[config.mk]
export PLATFORM = sky130hd
export DESIGN_NAME = lc3b_mem_arbiter
export DESIGN_NICKNAME = d
export VERILOG_FILES = /design/src/rtl/lc3b_mem_arbiter_pkg.sv /design/src/rtl/lc3b_mem_arbiter_sat_counter.sv /design/src/rtl/lc3b_mem_arbiter.sv
export SDC_FILE = /design/constraint.sdc
export NUM_CORES = 1
export LEC_CHECK = 0
export CAP_MARGIN = 10
export CORE_AREA = 2 2 90 92
export CTS_BUF_LIST = sky130_fd_sc_hd__clkbuf_4
export DETAILED_ROUTE_END_ITERATION = 7
export DIE_AREA = 0 0 92 94
export PLACE_DENSITY = 0.8
export SETUP_SLACK_MARGIN = 0.2
export SYNTH_ARGS = -nofsm -noshare
export SYNTH_HDL_FRONTEND = slang
export SYNTH_SLANG_ARGS = --single-unit
export TNS_END_PERCENT = 30
[constraint.sdc]
create_clock -name clk -period 2.45 [get_ports clk]
set_clock_uncertainty 0.15 [all_clocks]
set_input_delay 0.245 -clock clk [delete_from_list [all_inputs] [get_ports clk]]
set_output_delay 0.245 -clock clk [all_outputs]
set_load 0.02 [all_outputs]
[src/rtl/lc3b_mem_arbiter_pkg.sv]
// Shared types for the LC-3b memory arbiter: word/mask types, arbiter FSM
// state encoding and grant identifiers.
package lc3b_mem_arbiter_pkg;

   typedef logic [15:0] lc3b_word;
   typedef logic [1:0]  lc3b_mem_wmask;

   typedef enum bit [1:0] {arb_idle, arb_serve_i, arb_serve_d} lc3b_arb_state;
   typedef enum bit {grant_i, grant_d} lc3b_arb_grant;

   // Width of the starvation counter; STARVE_LIMIT must fit in it.
   localparam int STARVE_CNT_W = 4;

endpackage

[src/rtl/lc3b_mem_arbiter_sat_counter.sv]
// lc3b_sat_counter: saturating up-counter with synchronous clear and
// increment controls. Clear has priority; holds when neither is asserted.
module lc3b_sat_counter #(
   parameter int WIDTH = 4,
   parameter int MAX   = 4
) (
   input  logic             clk,
   input  logic             rst_n,
   input  logic             inc,
   input  logic             clr,
   output logic [WIDTH-1:0] count
);

   localparam logic [WIDTH-1:0] MAX_V = WIDTH'(MAX);

   // Clear wins over increment; increment stops at MAX.
   always_ff @(posedge clk or negedge rst_n) begin
      if (!rst_n) begin
         count <= '0;
      end else if (clr) begin
         count <= '0;
      end else if (inc && (count != MAX_V)) begin
         count <= count + WIDTH'(1);
      end
   end

endmodule

[src/rtl/lc3b_mem_arbiter.sv]
// lc3b_mem_arbiter: shares the single LC-3b memory port between instruction
// fetch (I) and data access (D). One requester is granted at a time; its
// command is latched and the memory response is routed back to it.
//
// Configuration macro: ARB_ROUND_ROBIN_EN
//   undefined: D has priority on ties, with a starvation counter that forces
//              I ahead after STARVE_LIMIT consecutive D grants over a pending I.
//   defined:   ties go to the opposite of the last grant; counter tied to 0.
//
// Handshake: a requester raises x_read/x_write and holds it (with stable
// address/data) until x_resp pulses for one cycle. The arbiter samples
// requests only in IDLE; during SERVE the latched command alone drives memory,
// so requester changes are ignored until the response. mem_resp is a 1-cycle
// pulse from memory; x_resp is combinational from it in the same cycle.
// There is always one IDLE cycle between transactions.
//
// dbg_state / dbg_starve_cnt / dbg_last_grant expose internal state for checkers.
module lc3b_mem_arbiter
   import lc3b_mem_arbiter_pkg::*;
#(
   parameter int STARVE_LIMIT = 4
) (
   input  logic                      clk,
   input  logic                      rst_n,
   input  logic                      i_read,
   input  lc3b_word                  i_address,
   output lc3b_word                  i_rdata,
   output logic                      i_resp,
   input  logic                      d_read,
   input  logic                      d_write,
   input  lc3b_mem_wmask             d_wmask,
   input  lc3b_word                  d_address,
   input  lc3b_word                  d_wdata,
   output lc3b_word                  d_rdata,
   output logic                      d_resp,
   output logic                      mem_read,
   output logic                      mem_write,
   output lc3b_mem_wmask             mem_wmask,
   output lc3b_word                  mem_address,
   output lc3b_word                  mem_wdata,
   input  lc3b_word                  mem_rdata,
   input  logic                      mem_resp,
   output lc3b_arb_state             dbg_state,
   output logic [STARVE_CNT_W-1:0]   dbg_starve_cnt,
   output lc3b_arb_grant             dbg_last_grant
);

   lc3b_arb_state             state;
   lc3b_arb_grant             last_grant;
   logic                      mem_read_q;
   logic                      mem_write_q;
   lc3b_word                  cmd_addr;
   lc3b_word                  cmd_wdata;
   lc3b_mem_wmask             cmd_wmask;
   lc3b_word                  i_rdata_q;
   lc3b_word                  d_rdata_q;
   logic [STARVE_CNT_W-1:0]   starve_cnt;

   logic i_req;
   logic d_req;
   logic d_wins;
   logic start;

   assign i_req = i_read;
   assign d_req = d_read | d_write;
   assign start = (state == arb_idle) && (i_req || d_req);

`ifdef ARB_ROUND_ROBIN_EN
   // Round-robin mode does not track starvation.
   assign starve_cnt = '0;

   // Winner selection: sole requester wins; ties alternate against last_grant.
   always_comb begin
      d_wins = 1'b0;
      if (d_req && !i_req) begin
         d_wins = 1'b1;
      end else if (d_req && i_req) begin
         d_wins = (last_grant == grant_i);
      end
   end
`else
   localparam logic [STARVE_CNT_W-1:0] STARVE_LIMIT_V = STARVE_CNT_W'(STARVE_LIMIT);

   logic cnt_inc;
   logic cnt_clr;

   // Count D grants that overtake a waiting fetch; any I grant resets it.
   assign cnt_inc = start && d_wins && i_req;
   assign cnt_clr = start && !d_wins;

   lc3b_sat_counter #(
      .WIDTH (STARVE_CNT_W),
      .MAX   (STARVE_LIMIT)
   ) u_starve_cnt (
      .clk   (clk),
      .rst_n (rst_n),
      .inc   (cnt_inc),
      .clr   (cnt_clr),
      .count (starve_cnt)
   );

   // Winner selection: sole requester wins; ties go to D until I has starved.
   always_comb begin
      d_wins = 1'b0;
      if (d_req && !i_req) begin
         d_wins = 1'b1;
      end else if (d_req && i_req) begin
         d_wins = (starve_cnt != STARVE_LIMIT_V);
      end
   end
`endif

   // Arbiter FSM: grants in IDLE, latches the command, waits for mem_resp.
   always_ff @(posedge clk or negedge rst_n) begin
      if (!rst_n) begin
         state       <= arb_idle;
         last_grant  <= grant_i;
         mem_read_q  <= 1'b0;
         mem_write_q <= 1'b0;
         cmd_addr    <= '0;
         cmd_wdata   <= '0;
         cmd_wmask   <= '0;
      end else begin
         case (state)
            arb_idle: begin
               if (start) begin
                  if (d_wins) begin
                     state      <= arb_serve_d;
                     last_grant <= grant_d;
                     cmd_addr   <= d_address;
                     // A simultaneous read+write is treated as a write.
                     if (d_write) begin
                        mem_read_q  <= 1'b0;
                        mem_write_q <= 1'b1;
                        cmd_wdata   <= d_wdata;
                        cmd_wmask   <= d_wmask;
                     end else begin
                        mem_read_q  <= 1'b1;
                        mem_write_q <= 1'b0;
                        cmd_wdata   <= '0;
                        cmd_wmask   <= '0;
                     end
                  end else begin
                     state       <= arb_serve_i;
                     last_grant  <= grant_i;
                     cmd_addr    <= i_address;
                     mem_read_q  <= 1'b1;
                     mem_write_q <= 1'b0;
                     cmd_wdata   <= '0;
                     cmd_wmask   <= '0;
                  end
               end
            end
            arb_serve_i, arb_serve_d: begin
               if (mem_resp) begin
                  state       <= arb_idle;
                  mem_read_q  <= 1'b0;
                  mem_write_q <= 1'b0;
               end
            end
            default: begin
               state       <= arb_idle;
               mem_read_q  <= 1'b0;
               mem_write_q <= 1'b0;
            end
         endcase
      end
   end

   assign i_resp = (state == arb_serve_i) && mem_resp;
   assign d_resp = (state == arb_serve_d) && mem_resp;

   // Keep the last read data of each requester between responses.
   always_ff @(posedge clk or negedge rst_n) begin
      if (!rst_n) begin
         i_rdata_q <= '0;
         d_rdata_q <= '0;
      end else begin
         if (i_resp) begin
            i_rdata_q <= mem_rdata;
         end
         if (d_resp) begin
            d_rdata_q <= mem_rdata;
         end
      end
   end

   assign i_rdata = i_resp ? mem_rdata : i_rdata_q;
   assign d_rdata = d_resp ? mem_rdata : d_rdata_q;

   assign mem_read    = mem_read_q;
   assign mem_write   = mem_write_q;
   assign mem_wmask   = cmd_wmask;
   assign mem_address = cmd_addr;
   assign mem_wdata   = cmd_wdata;

   assign dbg_state      = state;
   assign dbg_starve_cnt = starve_cnt;
   assign dbg_last_grant = last_grant;

   // The data port must never request a read and a write together.
   a_no_d_rw: assert property (@(posedge clk) disable iff (!rst_n) !(d_read && d_write));

endmodule
==> flow_metrics.tcl <==
set metrics [dict create \
    max_slew_margin_pct 35.5 \
    yosysSeqAreaShare_pct 59.7 \
    placed_area_mm2 0.00473 \
    synth_cells 255 \
    status "completed" \
    min_from "i_address[1]" \
    multi_input_area_mm2 0.00126 \
    synth_area_per_cell_um2 12.3 \
    maxCapViolations 0 \
    clkTransAtPathRegs_ns 0.12 \
    synth-async-reset-ratio_pct 100 \
    die_area_mm2 0.00865 \
    synth_cell_type_count 30 \
    firstDrtPassIters 4 \
    grt_pass1_wl_um 13400 \
    cp_data_required_time_ns 2.06 \
    hp-class "in -> reg" \
    diodes 0 \
    synth_ff_type "dfrtp_1" \
    setup_viol 0 \
    hold_viol 0 \
    clk_latency_ns 0.39 \
    io_buffers 148 \
    grt_max_degree 76 \
    drive_above_1_share_pct 25.9 \
    hold_slack_ns 0.251 \
    fmax_ghz 0.439 \
    antenna_found_initial 0 \
    min_to "mem_address[1]" \
    final.setup.worst_slack_ns 0.172 \
    grt_overflow 0 \
    io_pins 149 \
    grt_pass1_vias 2786 \
    cts_buffers 9 \
    netlist_area_mm2 0.00314 \
    yosysTopAreaCell "dfrtp_1" \
    end_kind "output pin" \
    clkSinkCount 75 \
    routabilityCongestion 0.804 \
    cp.arrival_ns 1.88 \
    nNetsFinal 494 \
    cts_root_buf "clkbuf_4" \
    seqCellArea_mm2 0.00188 \
    synth_most_common_cell "dfrtp_1" \
    synth-edff-count 0 \
    worst_pin_slew_ns 0.968 \
    final_cell_area_mm2 0.00519 \
    grt_setup_unrepaired "yes" \
    die_x_um 92 \
    start_kind "register" \
    die_h_um 94 \
    fill_cells 580 \
    min_path_cells 3 \
    synth_top_area_share_pct 59.7 \
    drt_iter0_drc 129 \
    maxSlewViolCount 0 \
    setup.worst_path.class "reg -> out" \
    wl_per_cell_um 16.8 \
    detail_route.vias_per_cell 5.11 \
    cts_buffer_depth 2 \
    r2r_start "dbg_state[0]" \
    start_util_pct 41.3 \
    tns_ns 0 \
    cts_tree "done" \
    cp_max_fo 4 \
    irDropWorstVdd_uv 710 \
    preCtsSetupSlack_ns 0.150 \
    htree_levels 3 \
    dp.final_hpwl_um 5930 \
    reg2reg_to "mem_wdata[6]" \
    yosys_warnings 0 \
    synth_area_leaders "dfrtp_1, mux2_2, a22o_1, a31oi_1, o21ai_0" \
    ant_nets 0 \
    r2r_cells 6 \
    grt.total_usage_pct 19.8 \
    reg2reg_setup_slack_ns 0.27 \
    num_vias 2675 \
    ys_ff_latch 75 \
    power.density_mw_per_mm2 1340 \
    ys_top_cells_by_count "dfrtp_1, mux2_2, a22o_1" \
    fin_crit_ns 2.28 \
    core_area_mm2 0.00761 \
    wirelength_um 8800 \
    power.leakage_nw 2.38 \
    drcViolationCount 0 \
    synth_nets 332 \
    syn2layout_area_growth_pct 65.0 \
    period_share_pct 93.0 \
    row_count 32 \
]
[stage by stage]
step	util (%)	power [mW]	cells
after floorplan	-	4.07	255
after detailed placement	62.2	5.85	494
after CTS	65.2	6.61	520
after global placement	62.2	5.74	494
final	68.2	6.96	523
after global routing	68.2	7.36	523
[cells by family (layout without fill, tap and decap cells)]
group / Yosys count / after routing / share of synthesized area (%)
muxes: 32 / 32 / 11.5
and+or+nand+nor: 40 / 40 / 6.05
buffers and inverters: 25 / 191 / 3.98
DFF: 75 / 75 / 59.7
adders and majority gates: 5 / 5 / 1.99
AOI/OAI and AO/OA: 78 / 78 / 16.8
[sequential cells by signal, indices dropped and copies added (netlist names)]
register	flops
mem_read	1
mem_wmask	2
mem_write	1
dbg_state	2
dbg_last_grant	1
i_rdata_q	16
mem_address	16
u_starve_cnt.count	4
d_rdata_q	16
mem_wdata	16
[cell usage in the layout (no fill, tap or decap), types with 3 or more instances in the layout]
cell type / synthesis / routed
inv_1: 6 / 5
buf_6: 2 / 23
nor2_1: 18 / 18
buf_12: 0 / 4
mux2_2: 32 / 8
a21oi_1: 16 / 16
a22o_1: 20 / 20
nand2_1: 8 / 6
nand3_1: 4 / 4
buf_2: 10 / 5
mux2_4: 0 / 24
clkdlybuf4s50_1: 0 / 113
clkbuf_4: 0 / 10
buf_4: 1 / 17
a21o_1: 3 / 3
dfrtp_1: 75 / 75
o21ai_0: 18 / 18
buf_16: 0 / 3
ha_1: 5 / 3
a31oi_1: 16 / 16
[metal layers]
metal	wire length, um	vias to the layer above	global-route usage (%)
met5	0	-	0
met4	120	0	7.46
met3	613	11	5.94
met2	4310	112	32.6
met1	3750	1293	24.8
li1	-	1259	-
[power by group]
part	switching (mW)	total (mW)	internal (mW)
combinational	1.98	4.09	2.11
clock	0.411	0.725	0.314
sequential	0.300	2.14	1.84
[what timing repair did]
action	4_1_cts	5_1_grt
setup endpoints to repair	34	34
hold buffers	1	0
gates cloned	3	1
gates resized for setup	157	56
buffers inserted	7	2
endpoints found under the hold margin	75	0
pin swaps	1	0
[worst max-delay path by stage]
| stage | from | end | slack (ns) | cells after the start |
|---|---|---|---|---|
| final | dbg_state[0] | i_rdata[11] | 0.17 | 6 |
| after global placement | mem_resp | d_rdata[8] | 0.18 | 5 |
| after global routing | dbg_state[0] | d_rdata[13] | 0.08 | 7 |
| after detailed placement | mem_resp | d_rdata[14] | 0.15 | 5 |
| after floorplan | dbg_state[0] | d_rdata[10] | 0.44 | 5 |
| after CTS | dbg_state[0] | i_rdata[4] | 0.11 | 6 |
[area by class of cell]
type	instances	area share (%)
sequential	75	36.2
timing repair buffer	170	34.1
multi-input combinational	155	24.3
tap	102	2.46
clock buffer	10	1.45
clock inverter	5	1.06
inverter	6	0.434
[critical path: stages, from the launching register on]
cell       delay, ns
dfrtp_1         0.42
buf_4           0.15
ha_2            0.19
nand2_4         0.12
clkbuf_16       0.17
mux2_4          0.31
buf_6           0.13
Power figures use the tool's default switching activity.
